### src/rtl/unidade_controle_if.sv
// Instruction-memory fetch handshake between the control unit and memory.
// The control unit is the master: it raises the request, memory acknowledges.
interface unidade_controle_if;
    logic       mem_req;
    logic [7:0] mem_endereco;
    logic       mem_ack;
    logic [7:0] mem_dado;

    modport master (
        output mem_req,
        output mem_endereco,
        input  mem_ack,
        input  mem_dado
    );

    modport slave (
        input  mem_req,
        input  mem_endereco,
        output mem_ack,
        output mem_dado
    );
endinterface

### src/rtl/unidade_controle.sv
// Multicycle control unit for the 8-bit processor: fetch, decode,
// execute and register write-back sequencing, with LI immediates and HALT.
module unidade_controle (
    input  logic                       clock,
    input  logic                       reset_n,
    unidade_controle_if.master         bus,
    output logic [2:0]                 sinal_ula,
    output logic [1:0]                 reg_rd,
    output logic [1:0]                 reg_rs,
    output logic                       reg_escrita,
    output logic                       sel_imediato,
    output logic [7:0]                 imediato,
    output logic [7:0]                 pc,
    output logic                       parado
);

    typedef enum logic [2:0] {
        INICIO,
        BUSCA,
        DECODIFICA,
        EXECUTA,
        ESCRITA,
        BUSCA_IMED,
        ESCRITA_IMED,
        PARADO
    } t_estado;

    t_estado    r_estado;
    t_estado    w_prox;
    logic [7:0] r_ir;
    logic [7:0] r_pc;
    logic [7:0] r_imediato;
    logic [2:0] w_opcode;
    logic       w_carrega_ir;
    logic       w_carrega_imed;
    logic       w_mem_req;

    assign w_opcode = r_ir[7:5];

    // Next state and state-decoded strobes; ack only counts while requesting.
    always_comb begin
        w_prox         = r_estado;
        w_carrega_ir   = 1'b0;
        w_carrega_imed = 1'b0;
        w_mem_req      = 1'b0;
        reg_escrita    = 1'b0;
        sel_imediato   = 1'b0;
        parado         = 1'b0;
        unique case (r_estado)
            INICIO: begin
                w_prox = BUSCA;
            end
            BUSCA: begin
                w_mem_req = 1'b1;
                if (bus.mem_ack) begin
                    w_carrega_ir = 1'b1;
                    w_prox       = DECODIFICA;
                end
            end
            DECODIFICA: begin
                if (w_opcode <= 3'd5)
                    w_prox = EXECUTA;
                else if (w_opcode == 3'd6)
                    w_prox = BUSCA_IMED;
                else
                    w_prox = PARADO;
            end
            EXECUTA: begin
                w_prox = ESCRITA;
            end
            ESCRITA: begin
                reg_escrita = 1'b1;
                w_prox      = BUSCA;
            end
            BUSCA_IMED: begin
                w_mem_req = 1'b1;
                if (bus.mem_ack) begin
                    w_carrega_imed = 1'b1;
                    w_prox         = ESCRITA_IMED;
                end
            end
            ESCRITA_IMED: begin
                reg_escrita  = 1'b1;
                sel_imediato = 1'b1;
                w_prox       = BUSCA;
            end
            PARADO: begin
                parado = 1'b1;
            end
            default: begin
                w_prox = INICIO;
            end
        endcase
    end

    // State register.
    always_ff @(posedge clock or negedge reset_n) begin
        if (!reset_n)
            r_estado <= INICIO;
        else
            r_estado <= w_prox;
    end

    // IR, immediate and PC; PC advances on every accepted fetch and wraps.
    always_ff @(posedge clock or negedge reset_n) begin
        if (!reset_n) begin
            r_ir       <= 8'h00;
            r_pc       <= 8'h00;
            r_imediato <= 8'h00;
        end else begin
            if (w_carrega_ir)
                r_ir <= bus.mem_dado;
            if (w_carrega_imed)
                r_imediato <= bus.mem_dado;
            if (w_carrega_ir || w_carrega_imed)
                r_pc <= r_pc + 8'd1;
        end
    end

    assign bus.mem_req      = w_mem_req;
    assign bus.mem_endereco = r_pc;
    assign pc               = r_pc;
    assign imediato         = r_imediato;
    assign reg_rd           = r_ir[4:3];
    assign reg_rs           = r_ir[2:1];
    assign sinal_ula        = (w_opcode <= 3'd5) ? w_opcode : 3'd0;

endmodule

### src/flat_wrapper.sv
// flat-port wrapper written by rule: the top's interface ports become plain ports
module unidade_controle_flat 
  (clock, reset_n, sinal_ula, reg_rd, reg_rs, reg_escrita, sel_imediato, imediato, pc, parado, bus_mem_req, bus_mem_endereco, bus_mem_ack, bus_mem_dado);
  unidade_controle_if bus_i ();
  input  logic clock;
  input  logic reset_n;
  output logic [2:0] sinal_ula;
  output logic [1:0] reg_rd;
  output logic [1:0] reg_rs;
  output logic reg_escrita;
  output logic sel_imediato;
  output logic [7:0] imediato;
  output logic [7:0] pc;
  output logic parado;
  output wire logic [$bits(bus_i.mem_req)-1:0] bus_mem_req;
  output wire logic [$bits(bus_i.mem_endereco)-1:0] bus_mem_endereco;
  input wire logic [$bits(bus_i.mem_ack)-1:0] bus_mem_ack;
  input wire logic [$bits(bus_i.mem_dado)-1:0] bus_mem_dado;
  assign bus_mem_req = bus_i.mem_req;
  assign bus_mem_endereco = bus_i.mem_endereco;
  assign bus_i.mem_ack = bus_mem_ack;
  assign bus_i.mem_dado = bus_mem_dado;
  unidade_controle u_core (.clock(clock), .reset_n(reset_n), .bus(bus_i), .sinal_ula(sinal_ula), .reg_rd(reg_rd), .reg_rs(reg_rs), .reg_escrita(reg_escrita), .sel_imediato(sel_imediato), .imediato(imediato), .pc(pc), .parado(parado));
endmodule
### config.mk
export PLATFORM = sky130hd
export DESIGN_NAME = unidade_controle_flat
export DESIGN_NICKNAME = d
export VERILOG_FILES = /design/src/rtl/unidade_controle_if.sv /design/src/rtl/unidade_controle.sv /design/src/flat_wrapper.sv
export SDC_FILE = /design/constraint.sdc
export NUM_CORES = 1
export LEC_CHECK = 0
export ABC_CLOCK_PERIOD_IN_PS = 1500
export CAP_MARGIN = 20
export CORE_MARGIN = 4
export CORE_UTILIZATION = 30
export CTS_BUF_LIST = sky130_fd_sc_hd__clkbuf_8
export DETAILED_ROUTE_END_ITERATION = 10
export PLACE_DENSITY_LB_ADDON = 0.08
export SYNTH_ARGS = -nofsm -noshare
export SYNTH_HDL_FRONTEND = slang
export SYNTH_SLANG_ARGS = --single-unit
### constraint.sdc
create_clock -name clock -period 1.5 [get_ports clock]
set_input_delay 0.375 -clock clock [delete_from_list [all_inputs] [get_ports clock]]
set_output_delay 0.375 -clock clock [all_outputs]
set_load 0.02 [all_outputs]
==> flow_summary.ini <==
[final_layout]
multi_input_area_um2 = 500
area_delta_synth_final_pct = 35.7
fin_util_pct = 42.6
regArea_um2 = 651
num_antenna_cells = 0
drive_gt1_share_pct = 27.5
fillCellCount = 395
final_cells = 192
nets = 156

[global_route]
grt_pass1_vias = 861
antenna_found_initial = 0
grtUsageTotal_pct = 9.80
grt_start_max_net_pins = 27
grt_pass1_wl_mm = 4.05
grt_overflow = 0

[power_and_ir_drop]
p_leak_nw = 0.889
p_per_area_nw_per_um2 = 2120
ir_worst_vdd_mv = 0.920

[place]
io_buffers = 45
post-dp-hpwl_mm = 1.86
dp_cells = 189
gp_congestion = 0.739

[yosys]
ys_types = 27
yosysTopAreaCell = dfrtp_1
synth-edff-count = 0
ys.flop_type = dfrtp_1
synth_seq_cells = 26
yosysWarnings = 0
yosys-top-cells-count = dfrtp_1 (26), buf_4 (12), mux2_4 (8)
async_flop_share_pct = 100
yosysMostFrequentCell = dfrtp_1
yosys.area.top_type_share_pct = 51.1
syn_nets = 110
syn_area_um2 = 1270
ys_top_cells_by_area = dfrtp_1 (51%), mux2_4 (9.4%), buf_4 (7.1%)
syn_area_per_cell_um2 = 13.0
syn_inst = 98
ys_seq_area_share_pct = 51.1

[setup_path]
arrival_ns = 1.59
crit_type = reg2reg
crit_required_ns = 1.65
startpoint_type = flip-flop
cp-end-kind = flip-flop
crit_fanout = 7

[route]
ant_nets = 0
drt_iter0_markers = 28
first_pass_iters = 4
num_vias = 846
top_layer_used = met4
routedWlPerCell_um = 12.7
m1WireLength_mm = 1.13
met3_length_um = 175
drcViolationCount = 0
dr_wl_met2_mm = 1.13
drt_wl_total_mm = 2.44
vias_per_cell = 4.41

[die]
dieWidth_um = 73.1
core-area_um2 = 4060
ios = 46
initial_core_util_pct = 31.4
dieArea_um2 = 5350
die_h_um = 73.1
rows = 23

[sta]
final.setup_skew_ns = 0.00528
max_freq_ghz = 0.693
rsz0062_at_grt = yes
maxSlewHeadroom_pct = 78.2
setup_violations = 0
period_share_pct = 96.2
tightest_slew_ns = 0.328
fin_setup_tns_ns = 0
hold_violations = 0
period_minus_slack_ns = 1.44
maxSlewViolCount = 0

[run_status]
outcome = finished clean

[clocking]
cts_made_buffers = 3
insertion_delay_ns = 0.26
postCtsSetupRepairBufs = 0
ctsHoldBuffers = 0
path_clk_slew_ns = 0.09
cts_tree = yes
htreeDepth = 1
cts_root_buf = clkbuf_8
clock-sinks = 26
cts_resized = 50
cts_buffer_depth = 2

[worst_hold_path]
hold_path.class = in2async

[job]
cap_violations = 0
==> per-layer routing <==
metal | vias to the layer above | GRT usage [%]
met5 | - | 0
met4 | 0 | 2.46
met3 | 2 | 3.31
met2 | 32 | 15.4
met1 | 406 | 12.9
li1 | 406 | -
==> placed cells by master (no fill, tap or decap), types with 2 or more instances in the layout <==
cell / count
nor2_1: 3
clkbuf_8: 3
nand4_1: 3
mux2_4: 9
nor2b_1: 5
buf_2: 5
xnor2_1: 4
o21ai_0: 2
clkdlybuf4s50_1: 9
dlygate4sd2_1: 28
xor2_1: 3
and3_1: 2
nand2_1: 7
buf_4: 11
nor3_1: 2
dfrtp_1: 26
mux2_2: 5
==> metrics by stage <==
| stage | setup WS [ns] | total power, mW | instance area (µm²) | hold WS (ns) |
|---|---|---|---|---|
| floorplan | 0.195 | 2.72 | 1270 | 0.0794 |
| global placement | -0.275 | 3.59 | 1740 | 0.479 |
| detailed placement | -0.274 | 3.62 | 1740 | 0.488 |
| CTS | 0.00446 | 3.75 | 1740 | 0.487 |
| global route | -0.0182 | 3.90 | 1730 | 0.526 |
| finish | 0.0566 | 3.66 | 1730 | 0.474 |
==> kinds of logic after synthesis <==
logic type	Yosys count	share of synthesized area, %
compound gates	4	1.87
simple gates	29	14.8
mux	16	16.4
flops	26	51.1
fa+ha+maj	1	0.983
xor+xnor	7	4.82
buf+inv	15	9.93
==> power by group <==
group | internal [mW] | switching (mW) | leakage [nW] | total [mW]
clock | 0.179 | 0.200 | 0.0216 | 0.380
combinational | 0.992 | 1.05 | 0.551 | 2.05
sequential | 1.02 | 0.216 | 0.317 | 1.23
==> worst max-delay path: stages (launching register included) <==
cell and delay, ns:
dfrtp_1 0.41, buf_4 0.16, nand3b_4 0.16, nor2_4 0.24, mux2_2 0.37
==> area by class of cell <==
type	instances	area share (%)
well taps	50	3.62
flip-flops and latches	26	37.7
clock buffers	3	2.39
repair buffers	56	27.3
multi-input cells	57	29.0
==> state kept, by name, indices dropped and copies added (netlist names) <==
signal / flops
u_core.bus.mem_endereco: 8
u_core.r_estado: 3
u_core.r_ir: 7
u_core.imediato: 8
==> worst paths after layout <==
path / startpoint / end / slack [ns] / cells after the start
min: reset_n / u_core.bus.mem_endereco[0] / 0.47 / 2
max: u_core.r_estado[1] / u_core.r_ir[3] / 0.06 / 4
min reg2reg: u_core.bus.mem_endereco[7] / u_core.bus.mem_endereco[7] / 0.49 / 1
min in group clock: u_core.bus.mem_endereco[7] / u_core.bus.mem_endereco[7] / 0.49 / 1
max in group asynchronous: reset_n / u_core.r_ir[2] / 0.77 / 2
max reg2reg: u_core.r_estado[1] / u_core.r_ir[3] / 0.06 / 4
(Power assumes the default switching activity.)
